## src/rtl/ssp_uart_bus_arb.sv

```systemverilog
// Two-requester round-robin arbiter in front of the ssp_uart register port.
// Each access holds SSP_SSEL for ACC_CYC cycles, then one recovery cycle signals done.
module ssp_uart_bus_arb #(
  parameter int ACC_CYC = 2,
  parameter int DW      = 12
) (
  input  logic          Clk,
  input  logic          Rst_n,
  input  logic          m0_req,
  input  logic          m0_wnr,
  input  logic [2:0]    m0_ra,
  input  logic [DW-1:0] m0_wd,
  output logic          m0_gnt,
  output logic          m0_done,
  output logic [DW-1:0] m0_rd,
  input  logic          m1_req,
  input  logic          m1_wnr,
  input  logic [2:0]    m1_ra,
  input  logic [DW-1:0] m1_wd,
  output logic          m1_gnt,
  output logic          m1_done,
  output logic [DW-1:0] m1_rd,
  output logic          SSP_SSEL,
  output logic [2:0]    SSP_RA,
  output logic          SSP_WnR,
  output logic [DW-1:0] SSP_DI,
  input  logic [DW-1:0] SSP_DO,
  output logic          busy
);

  generate
    if (ACC_CYC < 1 || ACC_CYC > 15) begin : g_bad_acc_cyc
      $error("ssp_uart_bus_arb: ACC_CYC must be in 1..15");
    end
  endgenerate

  localparam logic [3:0] CNT_LAST = 4'(ACC_CYC - 1);

  typedef enum logic [1:0] {IDLE, ACCESS, RECOV} state_t;

  state_t        state_q, state_d;
  logic [3:0]    cnt_q, cnt_d;
  logic          last_q, last_d;
  logic          win_q, win_d;
  logic          rdy_q;
  logic          take;
  logic [2:0]    ra_q;
  logic          wnr_q;
  logic [DW-1:0] wd_q;
  logic [DW-1:0] rd0_q, rd1_q;
  logic          sel;
  logic          cap;

  always_comb begin
    state_d = state_q;
    cnt_d   = cnt_q;
    last_d  = last_q;
    win_d   = win_q;
    take    = 1'b0;
    case (state_q)
      IDLE: begin
        // rdy_q keeps the first edge after reset release from arbitrating
        if (rdy_q && (m0_req || m1_req)) begin
          take    = 1'b1;
          win_d   = (m0_req && m1_req) ? ~last_q : m1_req;
          last_d  = win_d;
          cnt_d   = 4'd0;
          state_d = ACCESS;
        end
      end
      ACCESS: begin
        if (cnt_q == CNT_LAST) begin
          cnt_d   = 4'd0;
          state_d = RECOV;
        end else begin
          cnt_d = cnt_q + 4'd1;
        end
      end
      RECOV:   state_d = IDLE;
      default: state_d = IDLE;
    endcase
  end

  assign cap = (state_q == ACCESS) && (cnt_q == CNT_LAST) && !wnr_q;

  always_ff @(posedge Clk or negedge Rst_n) begin
    if (!Rst_n) begin
      state_q <= IDLE;
      cnt_q   <= 4'd0;
      last_q  <= 1'b1;
      win_q   <= 1'b0;
      rdy_q   <= 1'b0;
      rd0_q   <= '0;
      rd1_q   <= '0;
    end else begin
      state_q <= state_d;
      cnt_q   <= cnt_d;
      last_q  <= last_d;
      win_q   <= win_d;
      rdy_q   <= 1'b1;
      if (cap && !win_q) rd0_q <= SSP_DO;
      if (cap && win_q)  rd1_q <= SSP_DO;
    end
  end

  // Latched access fields need no reset: they only reach the port while SSEL is high
  always_ff @(posedge Clk) begin
    if (take) begin
      ra_q  <= win_d ? m1_ra  : m0_ra;
      wnr_q <= win_d ? m1_wnr : m0_wnr;
      wd_q  <= win_d ? m1_wd  : m0_wd;
    end
  end

  assign sel      = (state_q == ACCESS);
  assign SSP_SSEL = sel;
  assign SSP_RA   = sel ? ra_q  : 3'd0;
  assign SSP_WnR  = sel ? wnr_q : 1'b0;
  assign SSP_DI   = sel ? wd_q  : '0;

  assign m0_gnt  = sel && (cnt_q == 4'd0) && !win_q;
  assign m1_gnt  = sel && (cnt_q == 4'd0) &&  win_q;
  assign m0_done = (state_q == RECOV) && !win_q;
  assign m1_done = (state_q == RECOV) &&  win_q;
  assign m0_rd   = rd0_q;
  assign m1_rd   = rd1_q;
  assign busy    = (state_q != IDLE);

endmodule

```

## config.mk

```make
export PLATFORM = sky130hd
export DESIGN_NAME = ssp_uart_bus_arb
export DESIGN_NICKNAME = d
export VERILOG_FILES = /design/src/rtl/ssp_uart_bus_arb.sv
export SDC_FILE = /design/constraint.sdc
export NUM_CORES = 1
export LEC_CHECK = 0
export CAP_MARGIN = 20
export CORE_ASPECT_RATIO = 0.8
export CORE_MARGIN = 8
export CORE_UTILIZATION = 35
export DETAILED_ROUTE_END_ITERATION = 8
export GPL_TIMING_DRIVEN = 0
export PLACE_DENSITY = 0.76
export SYNTH_ARGS = -nofsm -noshare
export SYNTH_HDL_FRONTEND = slang
export SYNTH_SLANG_ARGS = --single-unit
```

## constraint.sdc

```tcl
create_clock -name Clk -period 5.92 [get_ports Clk]
set_clock_uncertainty 0.1 [all_clocks]
set_input_delay 1.184 -clock Clk [delete_from_list [all_inputs] [get_ports Clk]]
set_output_delay 1.184 -clock Clk [all_outputs]
set_load 0.01 [all_outputs]
```

# Word level (Yosys, flattened, before mapping)
# Index checks and enable logic that the tools add are counted.
dict set report word_totals {
  regBits 49
  output_inout_bits 46
  elab_cells 55
}
dict set report op_classes {
  add_sub_neg 1
  eq_ne 5
  mux 17
  bitwise 1
  n_reduce_logical 21
}
# cell n
set op_table {}
lappend op_table {{12-bit two-way mux} 2}
lappend op_table {{1-bit logical AND} 11}
lappend op_table {{4-bit two-way mux} 2}
lappend op_table {{4-bit one-hot mux with 2 select lines} 1}
lappend op_table {{1-bit two-way mux} 7}
lappend op_table {{3-bit two-way mux} 2}
lappend op_table {{2-bit AND reduction} 3}
lappend op_table {{4-bit by 1-bit adder with 4-bit output (second input constant)} 1}
lappend op_table {{4-bit by 1-bit == test with 1-bit output (second input constant)} 1}
lappend op_table {{4-bit logical NOT} 1}
lappend op_table {{2-bit two-way mux} 2}
lappend op_table {{2-bit one-hot mux with 2 select lines} 1}
lappend op_table {{2-bit nonzero test} 2}
lappend op_table {{2-bit by 1-bit == test with 1-bit output (second input constant)} 1}
lappend op_table {{2-bit == test (second input constant)} 1}
lappend op_table {{1-bit logical NOT} 2}
lappend op_table {{2-bit logical NOT} 1}
lappend op_table {{2-bit by 1-bit inequality test with 1-bit output (second input constant)} 1}
lappend op_table {{2-bit inequality test (second input constant)} 1}
lappend op_table {{1-bit logical OR} 1}
lappend op_table {{1-bit inverter} 1}

# Depth between registers and ports, before layout
# Gate-level depths: netlist (run 1).
dict set report depth {
  ltp_word 5
  mapped_depth 5
  mapped_depth_nobuf 4
}

# Worst setup path after synthesis (run 1)
# No wires, ideal clock.
dict set report synth_path {
  path_kind {input to register}
  startpoint {input m1_req}
  endpoint {register ra_q[0] (enable)}
  setup_ns 0.390
  arrival_ns 2.179
  required_time_ns 5.430
  setup_slack_ns 3.251
  path_stages 3
  path_buffers 1
  path_cell_list {nor2_1 clkbuf_1 nor2_1}
}
dict set report synth_via {
  elab_chain_len 4
}
# item line
set synth_lines {}
lappend synth_lines {{start, declared} 16} ;# input logic m1_req,
lappend synth_lines {{1-bit logical OR} 63} ;# if (rdy_q && (m0_req || m1_req)) begin
lappend synth_lines {{1-bit logical AND} 63}
lappend synth_lines {{1-bit two-way mux} 63}
lappend synth_lines {{1-bit two-way mux} 60} ;# case (state_q)
lappend synth_lines {{via take} 46} ;# logic take;
lappend synth_lines {{end signal, assigned} 109} ;# ra_q <= win_d ? m1_ra : m0_ra;
lappend synth_lines {{end, declared} 47} ;# logic [2:0] ra_q;
# The timed path passes the listed nets, and every way through them passes these cells.
# A chain may end at the register's enable or synchronous reset.

# Worst setup path after layout (run 1)
dict set report layout_path {
  startpoint {register state_q[1]}
  endpoint {output SSP_DI[4]}
}
dict set report layout_via {
  elab_chain_len 2
}
# item line
set layout_lines {}
lappend layout_lines {{start, declared} 41} ;# state_t state_q, state_d;
lappend layout_lines {{start signal, assigned} 96} ;# state_q <= state_d;
lappend layout_lines {{2-bit by 1-bit == test with 1-bit output} 115} ;# assign sel = (state_q == ACCESS);
lappend layout_lines {{12-bit two-way mux} 119} ;# assign SSP_DI = sel ? wd_q : '0;
lappend layout_lines {{end, declared} 26} ;# output logic [DW-1:0] SSP_DI,
# No other way between the ends.

==> results by group, run 1 <==
Clock network
  – Post-CTS Setup Repair Bufs: 0
  – CTS Buf Count: 5
  – Clock slew at reported path FFs: 0.09 ns
  – Worst skew pair latency: approximately 0.31 ns
  – Post-cts hold buffer count: 0
  – Post_cts resized: 0
  – Clock root cell: clkbuf_8
  – Num Clock Sinks: between 40 and 50
  – Max Buffers Root-to-Sink: 2
  – CTS tree: done
  – H-tree depth: 2

Critical path
  – Startpoint types: flip-flop
  – R2r startpoint: state_q[0]
  – Largest stage delay on the critical path: 0.54 ns
  – Maximum fanout along the worst path: 10
  – Crit-path slowest cell: clkdlybuf4s50_1
  – Crit. End Element: output pin
  – Cell Chain, Critical Path: nand2b_1, inv_1, clkbuf_1, and2_1, clkdlybuf4s50_1
  – Critical Path RT: 4.64 ns
  – Critical path arrival: about 2.3 ns
  – Crit path launch: state_q[1]
  – Crit path kind: flip-flop to output pin

Drt
  – Avg WL per Cell: 18.5 um
  – DR pass1 iterations: 4
  – DRC Markers: 0
  – DR vias: 2131
  – Final wirelength: 7.42 mm
  – Antenna-violating nets left: 0
  – 1st-iter DRT viols: 108
  – Via density: 5.31

Logic synthesis
  – Syn Nets: 261
  – Sequential area share after synthesis: 52.2%
  – Syn Area/Cell: 11.8 sq um
  – Largest area contributor in the synthesized netlist: dfrtp_1
  – Post-synthesis cell area: approximately 2500 sq um
  – Post-synth top area share: 32.0%
  – Post-synth EDFFs: 16
  – Unique masters post-synth: 38
  – Ranking of synthesized cells by area: dfrtp_1, edfxtp_1, o211ai_1
  – Async set-reset flop share out of synthesis: 67.3%
  – Post-Synthesis Cells: 213
  – #FFs+latches synth: 49
  – Commonest cells in the netlist: dfrtp_1, o211ai_1, nand3_1, o21ai_0, and2_1
  – Ys Warns: 0
  – Top FF cell, synth: dfrtp_1
  – Most frequent cell after synthesis: dfrtp_1

Global routing
  – Global route overflow: 0
  – Antenna violations before repair: 0
  – Gr usage total: 14.7%
  – First-pass GRT wire length: 12.1 mm
  – Largest net degree at the start of global routing: 34
  – Vias in the first global route: about 2.3k

Timing
  – Setup ws final: 2.31 ns
  – Worst slew pin tran: 0.913 ns
  – RSZ-0062 raised after global routing: false
  – Tcrit/Tclk final: 61.0%
  – Final setup violation count: 0
  – Final Hold Fails: 0
  – Setup TNS Final: 0 ns
  – Tmin final: 3.61 ns
  – Max-slew headroom: 39.1%
  – Fmax: ~280 MHz
  – Max-slew violations: 0

Worst hold path
  – Hold Path Class: flip-flop to flip-flop
  – Hold path startpoint: m1_rd[11]

Placed design
  – Dpl cells: 393
  – Global placer's final weighted congestion: between 0.7 and 0.8
  – Post-DP HPWL: 5.61 mm
  – I/O Buffers: 93
  – Dpl ws: 2.61 ns
  – DP Area: 3540 sq um

Die
  – IO Pins: 94
  – Die extent in x: 111 um
  – Die height: 91.7 um
  – Placeable Area: 6930 sq um
  – Die footprint: 10100 sq um
  – Standard-cell row count: 27
  – Initial core utilization: 36.2%

Cells and area
  – Fillers: roughly 620
  – Multi-input logic area: 1100 sq um
  – Ratio of cells with drive above 1 in the final layout: 14.0%
  – Post-layout util: ~52%
  – Fin area: approximately 3600 sq um
  – Register area: 1310 sq um
  – ANT cells: 0
  – Layout area overhead: 44.7%
  – # nets final: between 300 and 400
  – Fin cells: ~400

Pwr
  – PwrDens: 445 nW/um^2
  – Pleak: 1.35 nW
  – Worst IR drop on VDD: approximately 0.21 mV

Job
  – Maxcap violations: 0

Run status
  – Status: finished, final reports clean
==> final timing paths <==
| kind | endpoint | slack [ns] | cells after the start |
|---|---|---|---|
| hold / removal | m1_rd[11] | 0.39 | 1 |
| setup / recovery | SSP_DI[4] | 2.31 | 5 |
| hold reg to reg | m1_rd[11] | 0.39 | 1 |
| setup reg to reg | wd_q[1] | 3.42 | 4 |
| max in group asynchronous | cnt_q[1] | 4.40 | 1 |
| min in group asynchronous | m1_rd[10] | 0.83 | 1 |
==> power by group <==
part	internal [mW]	switching (mW)	total, mW	leakage, nW
logic	0.452	0.386	0.838	0.770
clock network	0.0839	0.112	0.196	0.0385
registers	0.503	0.0773	0.580	0.544
==> state kept, by name, summed over array words and instances, names as in the netlist, named ones only <==
name	count
wnr_q	1
state_q	2
wd_q	12
ra_q	3
last_q	1
m1_rd	12
m0_rd	12
cnt_q	4
rdy_q	1
==> worst max-delay path: cells and delay by family, from the launching register on <==
family	cells	cell delay (ns)
buffers and inverters	3	1.15
and+or+nand+nor	2	0.39
DFF	1	0.48
==> area by class of cell <==
type | instances | share of cell area (%)
Clock buffer | 7 | 2.10
Inverter | 1 | 0.103
Clock inverter | 1 | 0.207
Buffer | 17 | 2.62
Tap cell | 87 | 3.00
Multi-Input combinational cell | 146 | 30.4
Sequential cell | 49 | 36.0
Timing Repair Buffer | 93 | 25.5
==> cells by family (layout without fill, tap and decap cells) <==
family / after synthesis / in the layout / share of synthesized area, %
compound gates: 61 / 61 / 18.1
simple gates: 59 / 59 / 14.5
flops: 49 / 49 / 52.2
mux: 24 / 24 / 10.8
buf+inv: 18 / 119 / 3.94
other cells: 1 / 1 / 0.150
xor+xnor: 1 / 1 / 0.350
==> layer usage <==
metal  part of all wire [%]  routed length, um  GRT usage (%)
met5                      0                  0              0
met4                   0.98                 73           4.60
met3                    5.8                433           5.14
met2                     50               3710           24.7
met1                     43               3200           17.4
==> placed cells by master, fill, tap and decap left out, types with 2 or more instances in the layout <==
master,count
and2_1,17
nor3b_1,2
mux2_1,11
nor2_1,3
o211ai_2,9
buf_2,2
buf_6,3
mux2_2,13
or3_1,2
clkbuf_1,13
clkdlybuf4s50_1,92
o21ai_0,18
buf_4,2
dfrtp_1,32
or2_2,2
nand3_1,20
edfxtp_1,16
nand2_1,3
clkbuf_8,5
o211ai_1,26
o22ai_1,2
==> stage by stage <==
stage / hold WS [ns] / power, mW
after floorplan: 0.383 / 0.994
after global placement: 0.374 / 1.40
after detailed placement: 0.381 / 1.43
after CTS: 0.401 / 1.63
after global routing: 0.403 / 1.72
final: 0.394 / 1.62
Note: power is estimated with default switching activity, not from simulation.
==> inputs of run 2 (changes only) <==
PLACE_DENSITY = 0.78   (was 0.76)
clock period = 3.1 ns   (was 5.92 ns; I/O delays follow)
==> run 2 against run 1 <==
  * Count of clock-buffer cells in the layout fell by 2
  * Final area grew 0.62%
  * Utilization rose by 0.33 points
  * Final cell count fell by 0.25%
  * Largest power group unchanged
  * Global-route usage down 0.45 points
  * Sequential power rose by 90%
  * Combinational power up 90%
  * Critical path depth down 1
  * Setup slack got worse by 2.1 ns
  * Wire length decreased by 1.6%
  * Sequential cell count unchanged
==> results by group, run 2 (synthesis results as in run 1) <==
Run status
  – Status: finished, final reports clean (unchanged)

Drt
  – Antenna-violating nets left: 0 (unchanged)
  – DRC Markers: 0 (unchanged)
  – 1st-iter DRT viols: 96 (was 108)
  – DR vias: 2110 (was 2131)
  – Final wirelength: 7.30 mm (was 7.42 mm)
  – Avg WL per Cell: 18.3 um (was 18.5 um)
  – Via density: 5.28 (was 5.31)
  – DR pass1 iterations: 4 (unchanged)

Clock network
  – Post-cts hold buffer count: 0 (unchanged)
  – H-tree depth: 2 (unchanged)
  – CTS tree: done (unchanged)
  – Max Buffers Root-to-Sink: 2 (unchanged)
  – Clock root cell: clkbuf_8 (unchanged)
  – Num Clock Sinks: 49 (unchanged)
  – CTS Buf Count: 5 (unchanged)
  – Post-CTS Setup Repair Bufs: 0 (unchanged)
  – Worst skew pair latency: 0.30 ns (was 0.31 ns)
  – Clock slew at reported path FFs: 0.10 ns (was 0.09 ns)
  – Post_cts resized: 0 (unchanged)

Global routing
  – Largest net degree at the start of global routing: 34 (unchanged)
  – Global route overflow: 0 (unchanged)
  – Antenna violations before repair: 0 (unchanged)
  – First-pass GRT wire length: 12.0 mm (was 12.1 mm)
  – Gr usage total: 14.3% (was 14.7%)
  – Vias in the first global route: 2285 (was 2306)

Critical path
  – Cell Chain, Critical Path: nand2b_1, clkbuf_1, nor4b_1, clkdlybuf4s50_1 (was nand2b_1, inv_1, clkbuf_1, and2_1, clkdlybuf4s50_1)
  – Largest stage delay on the critical path: 0.60 ns (was 0.54 ns)
  – Crit path kind: flip-flop to output pin (unchanged)
  – Critical path arrival: 2.14 ns (was 2.33 ns)
  – Critical Path RT: 2.38 ns (was 4.64 ns)
  – Maximum fanout along the worst path: 10 (unchanged)
  – Startpoint types: flip-flop (unchanged)
  – Crit-path slowest cell: clkdlybuf4s50_1 (unchanged)
  – Crit. End Element: output pin (unchanged)

Cells and area
  – Most frequent cells in the layout: clkdlybuf4s50_1, dfrtp_1, o211ai_1 (unchanged)
  – Post-layout util: 52.7% (was 52.4%)
  – Layout area overhead: 45.6% (was 44.7%)
  – # nets final: 360 (was 361)
  – Ratio of cells with drive above 1 in the final layout: 14.4% (was 14.0%)
  – ANT cells: 0 (unchanged)
  – Commonest non-fill, non-tap cell in the layout: clkdlybuf4s50_1 (unchanged)

Pwr
  – Worst IR drop on VDD: 0.433 mV (was 0.212 mV)
  – PwrDens: 862 nW/um^2 (was 445 nW/um^2)
  – Pleak: 1.36 nW (was 1.35 nW)

Placed design
  – I/O Buffers: 93 (unchanged)
  – Global placer's final weighted congestion: 0.770 (was 0.753)
  – Post-DP HPWL: 5.47 mm (was 5.61 mm)

Timing
  – Fmax: 349 MHz
  – Tcrit/Tclk final: around 92%
  – Worst slew pin tran: 0.905 ns (was 0.913 ns)
  – Max-slew violations: 0 (unchanged)
  – Tmin final: 2.86 ns
  – Final setup violation count: 0 (unchanged)
  – Final Hold Fails: 0 (unchanged)
  – RSZ-0062 raised after global routing: false (unchanged)
  – Max-slew headroom: 39.6% (was 39.1%)
  – WHS: 0.270 ns (was 0.394 ns)

Job
  – Maxcap violations: 0 (unchanged)

Die
  – IO Pins: 94 (unchanged)
  – Standard-cell row count: 27 (unchanged)
  – Die footprint: 10100 sq um (unchanged)
  – Initial core utilization: 36.2% (unchanged)
  – Die height: 91.7 um (unchanged)
  – Die extent in x: 111 um (unchanged)
  – Placeable Area: 6930 sq um (unchanged)

Worst hold path
  – Hold Path Class: input port to asynchronous set/reset pin (was flip-flop to flip-flop)
[run 2: cell count changes in the layout (fill, tap and decap cells not counted)]
| cell | before | now |
|---|---|---|
| clkinv_1 | 0 | 1 |
| clkbuf_1 | 13 | 10 |
| bufinv_16 | 0 | 1 |
[run 2: where the power goes]
part,switching (mW),internal (mW)
Combinational,0.729,0.860
Clock,0.217,0.238
Sequential,0.143,0.960
Total,1.09,2.06
[run 2: worst max-delay path, delay by kind of cell (launching register included)]
| family | cells | cell delay, ns |
|---|---|---|
| buffers and inverters | 2 | 0.82 |
| flip-flops | 1 | 0.48 |
| AND/OR/NAND/NOR | 2 | 0.54 |
[run 2: layer usage]
metal	track usage, %	vias to the layer above	routed length (um)
met3	3.65	6	347
li1	-	1002	-
met4	4.04	0	67
met2	23.8	70	3560
met5	0	-	0
met1	17.9	1032	3330
[run 2: layout make-up]
cell class / instances / area (sq um)
fill: 607 / 3280
sequential: 49 / 1310
multi-input combinational: 146 / 1100
timing repair buffer: 93 / 926
tap: 87 / 109
buffer: 16 / 91.3
clock buffer: 5 / 68.8
clock inverter: 3 / 41.3
inverter: 1 / 3.75
[run 2: stage by stage]
| step | total power [mW] | setup TNS [ns] | instances | setup slack, ns | instance area, sq um |
|---|---|---|---|---|---|
| 5_1_grt | 3.35 | 0 | 400 | 0.0873 | 3650 |
| 3_5_place_dp | 2.73 | 0 | 393 | 0.335 | 3540 |
| 3_3_place_gp | 2.69 | -0.447 | 393 | -0.0288 | 3550 |
| 6_report | 3.15 | 0 | 400 | 0.237 | 3650 |
| 4_1_cts | 3.18 | 0 | 400 | 0.201 | 3650 |
| 2_1_floorplan | 1.90 | 0 | 213 | 0.736 | 2510 |
[run 2: final timing paths]
kind	startpoint	end	slack, ns	depth (start not counted)
max	state_q[1]	m1_gnt	0.24	4
max in group asynchronous	Rst_n	m1_rd[0]	2.14	1
min in group Clk	m1_rd[5]	m1_rd[5]	0.40	1
min	Rst_n	m1_rd[6]	0.27	1
max reg2reg	state_q[0]	ra_q[2]	0.63	4
min reg2reg	m1_rd[5]	m1_rd[5]	0.40	1
==> inputs of run 3 (changes only) <==
PLACE_DENSITY = 0.76   (was 0.78)
clock period = 2.9 ns   (was 3.1 ns; I/O delays follow)
==> run 3 against run 2 <==
  * Sequential power grew 7%
  * Clock power is 12% lower
  * Combinational power rose by 8%
  * Final area down 0.10%
  * Non-clock buffer count unchanged
  * Utilization shrank 0.054 points
  * Worst hold slack worse by 0.041 ns
  * Sequential cell count is the same
  * Final cell count unchanged
  * Critical path type unchanged
==> results by group, run 3 (synthesis results as in run 1) <==
Run status
  – Status: finished, final reports clean (unchanged)

Clock network
  – Max Buffers Root-to-Sink: 2 (unchanged)
  – Num Clock Sinks: 49 (unchanged)
  – Clock slew at reported path FFs: 0.09 ns (was 0.10 ns)
  – H-tree depth: 2 (unchanged)
  – Worst skew pair latency: 0.31 ns (was 0.30 ns)
  – Clock root cell: clkbuf_8 (unchanged)
  – Post-CTS Setup Repair Bufs: 0 (unchanged)
  – Post-cts hold buffer count: 0 (unchanged)
  – CTS tree: done (unchanged)
  – CTS Buf Count: 5 (unchanged)

Timing
  – Tcrit/Tclk final: 94.0%
  – Setup ws final: 0.174 ns (was 0.237 ns)
  – Fmax: around 370 MHz
  – WHS: 0.229 ns (was 0.270 ns)
  – Max-slew headroom: 39.0% (was 39.6%)
  – Final setup violation count: 0 (unchanged)
  – Max-slew violations: 0 (unchanged)
  – Worst slew pin tran: 0.915 ns (was 0.905 ns)
  – RSZ-0062 raised after global routing: false (unchanged)
  – Final Hold Fails: 0 (unchanged)
  – Tmin final: ~2.7 ns

Cells and area
  – ANT cells: 0 (unchanged)
  – Fin cells: 400 (unchanged)
  – Most frequent cells in the layout: clkdlybuf4s50_1, dfrtp_1, o211ai_1 (unchanged)
  – Layout area overhead: 45.5% (was 45.6%)
  – Multi-input logic area: 1110 sq um (was 1100 sq um)
  – # nets final: 360 (unchanged)
  – Fin area: 3650 sq um (about the same)
  – Fillers: 620 (was 607)
  – Ratio of cells with drive above 1 in the final layout: 15.3% (was 14.4%)
  – Register area: 1310 sq um (unchanged)
  – Commonest non-fill, non-tap cell in the layout: clkdlybuf4s50_1 (unchanged)

Pwr
  – Worst IR drop on VDD: 0.434 mV (was 0.433 mV)
  – Pleak: 1.38 nW (was 1.36 nW)
  – PwrDens: 906 nW/um^2 (was 862 nW/um^2)

Critical path
  – R2R Path End: wd_q[1] (was ra_q[2])
  – Critical path arrival: 2.05 ns (was 2.14 ns)
  – Critical Path RT: 2.22 ns (was 2.38 ns)
  – Startpoint types: flip-flop (unchanged)
  – R2R setup slack: 0.41 ns (was 0.63 ns)
  – Maximum fanout along the worst path: 18 (was 10)
  – Crit. End Element: output pin (unchanged)
  – Crit path kind: flip-flop to output pin (unchanged)
  – R2r startpoint: state_q[0] (unchanged)
  – Worst-case reg-to-reg path depth: 4 (unchanged)

Die
  – Placeable Area: 6930 sq um (unchanged)
  – Die extent in x: 111 um (unchanged)
  – Initial core utilization: 36.2% (unchanged)
  – Die footprint: 10100 sq um (unchanged)
  – Die height: 91.7 um (unchanged)
  – Standard-cell row count: 27 (unchanged)
  – IO Pins: 94 (unchanged)

Drt
  – Antenna-violating nets left: 0 (unchanged)
  – DR pass1 iterations: 4 (unchanged)
  – Final wirelength: 7.42 mm (was 7.30 mm)
  – DRC Markers: 0 (unchanged)
  – Via density: 5.30 (was 5.28)
  – Avg WL per Cell: 18.5 um (was 18.3 um)
  – DR vias: 2120 (was 2110)
  – 1st-iter DRT viols: 84 (was 96)

Placed design
  – Post-DP HPWL: 5.61 mm (was 5.47 mm)
  – Dpl ws: 0.191 ns (was 0.335 ns)
  – I/O Buffers: 93 (unchanged)
  – DP Area: 3540 sq um (unchanged)
  – Dpl cells: 393 (unchanged)
  – Global placer's final weighted congestion: 0.753 (was 0.770)

Global routing
  – Gr usage total: 14.8% (was 14.3%)
  – Largest net degree at the start of global routing: 34 (unchanged)
  – First-pass GRT wire length: 12.1 mm (was 12.0 mm)
  – Antenna violations before repair: 0 (unchanged)
  – Global route overflow: 0 (unchanged)
  – Vias in the first global route: 2313 (was 2285)

Worst hold path
  – Hold Path Class: input port to asynchronous set/reset pin (unchanged)

Job
  – Maxcap violations: 0 (unchanged)
-- run 3: worst max path at each step --
stage | startpoint | endpoint | slack [ns] | depth (start not counted)
final | state_q[1] | SSP_WnR | 0.17 | 4
after global routing | state_q[1] | SSP_DI[11] | 0.003 | 4
after CTS | state_q[1] | SSP_WnR | 0.04 | 4
after detailed placement | m0_req | ra_q[0] | 0.19 | 4
after global placement | m0_req | ra_q[2] | -0.20 | 4
after floorplan | state_q[0] | ra_q[0] | 0.54 | 4
-- run 3: cell type report --
cell class                      instances  share of cell area [%]
Buffer                                 16                    2.54
Multi-Input combinational cell        146                    30.6
Timing Repair Buffer                   93                    25.5
Sequential cell                        49                    35.9
Inverter                                1                   0.206
Tap cell                               87                    2.99
Clock inverter                          1                   0.206
Clock buffer                            7                    2.09
-- run 3: layer usage --
metal	share of wire, %	routed length (um)	track usage [%]	vias up
li1	-	-	-	999
met1	42	3120	17.5	1048
met2	51	3810	24.7	69
met3	5.8	434	5.08	4
met4	0.82	61	4.83	0
met5	0	0	0	-
-- run 3: power by group --
part           total [mW]  internal, mW  leakage [nW]  switching [mW]
Sequential           1.18          1.03         0.544           0.155
Clock               0.401         0.171        0.0385           0.229
Combinational        1.72         0.926         0.800           0.795
-- run 3: through the flow --
stage	TNS [ns]	utilization (%)	total power [mW]
final	0	52.6	3.30
after global placement	-3.34	51.2	2.86
after detailed placement	0	51.2	2.92
after floorplan	0	-	2.03
after CTS	0	52.4	3.34
after global routing	0	52.6	3.53
-- run 3: critical path, stage by stage, from the launching register on --
cell and delay [ns]:
dfrtp_1 0.49, nand2b_1 0.21, clkinvlp_4 0.29, and2_1 0.26, clkdlybuf4s50_1 0.49
-- run 3: repair_timing --
action	CTS	global route
setup endpoints to repair	10	18
resized for setup	1	6
pin swaps	0	1
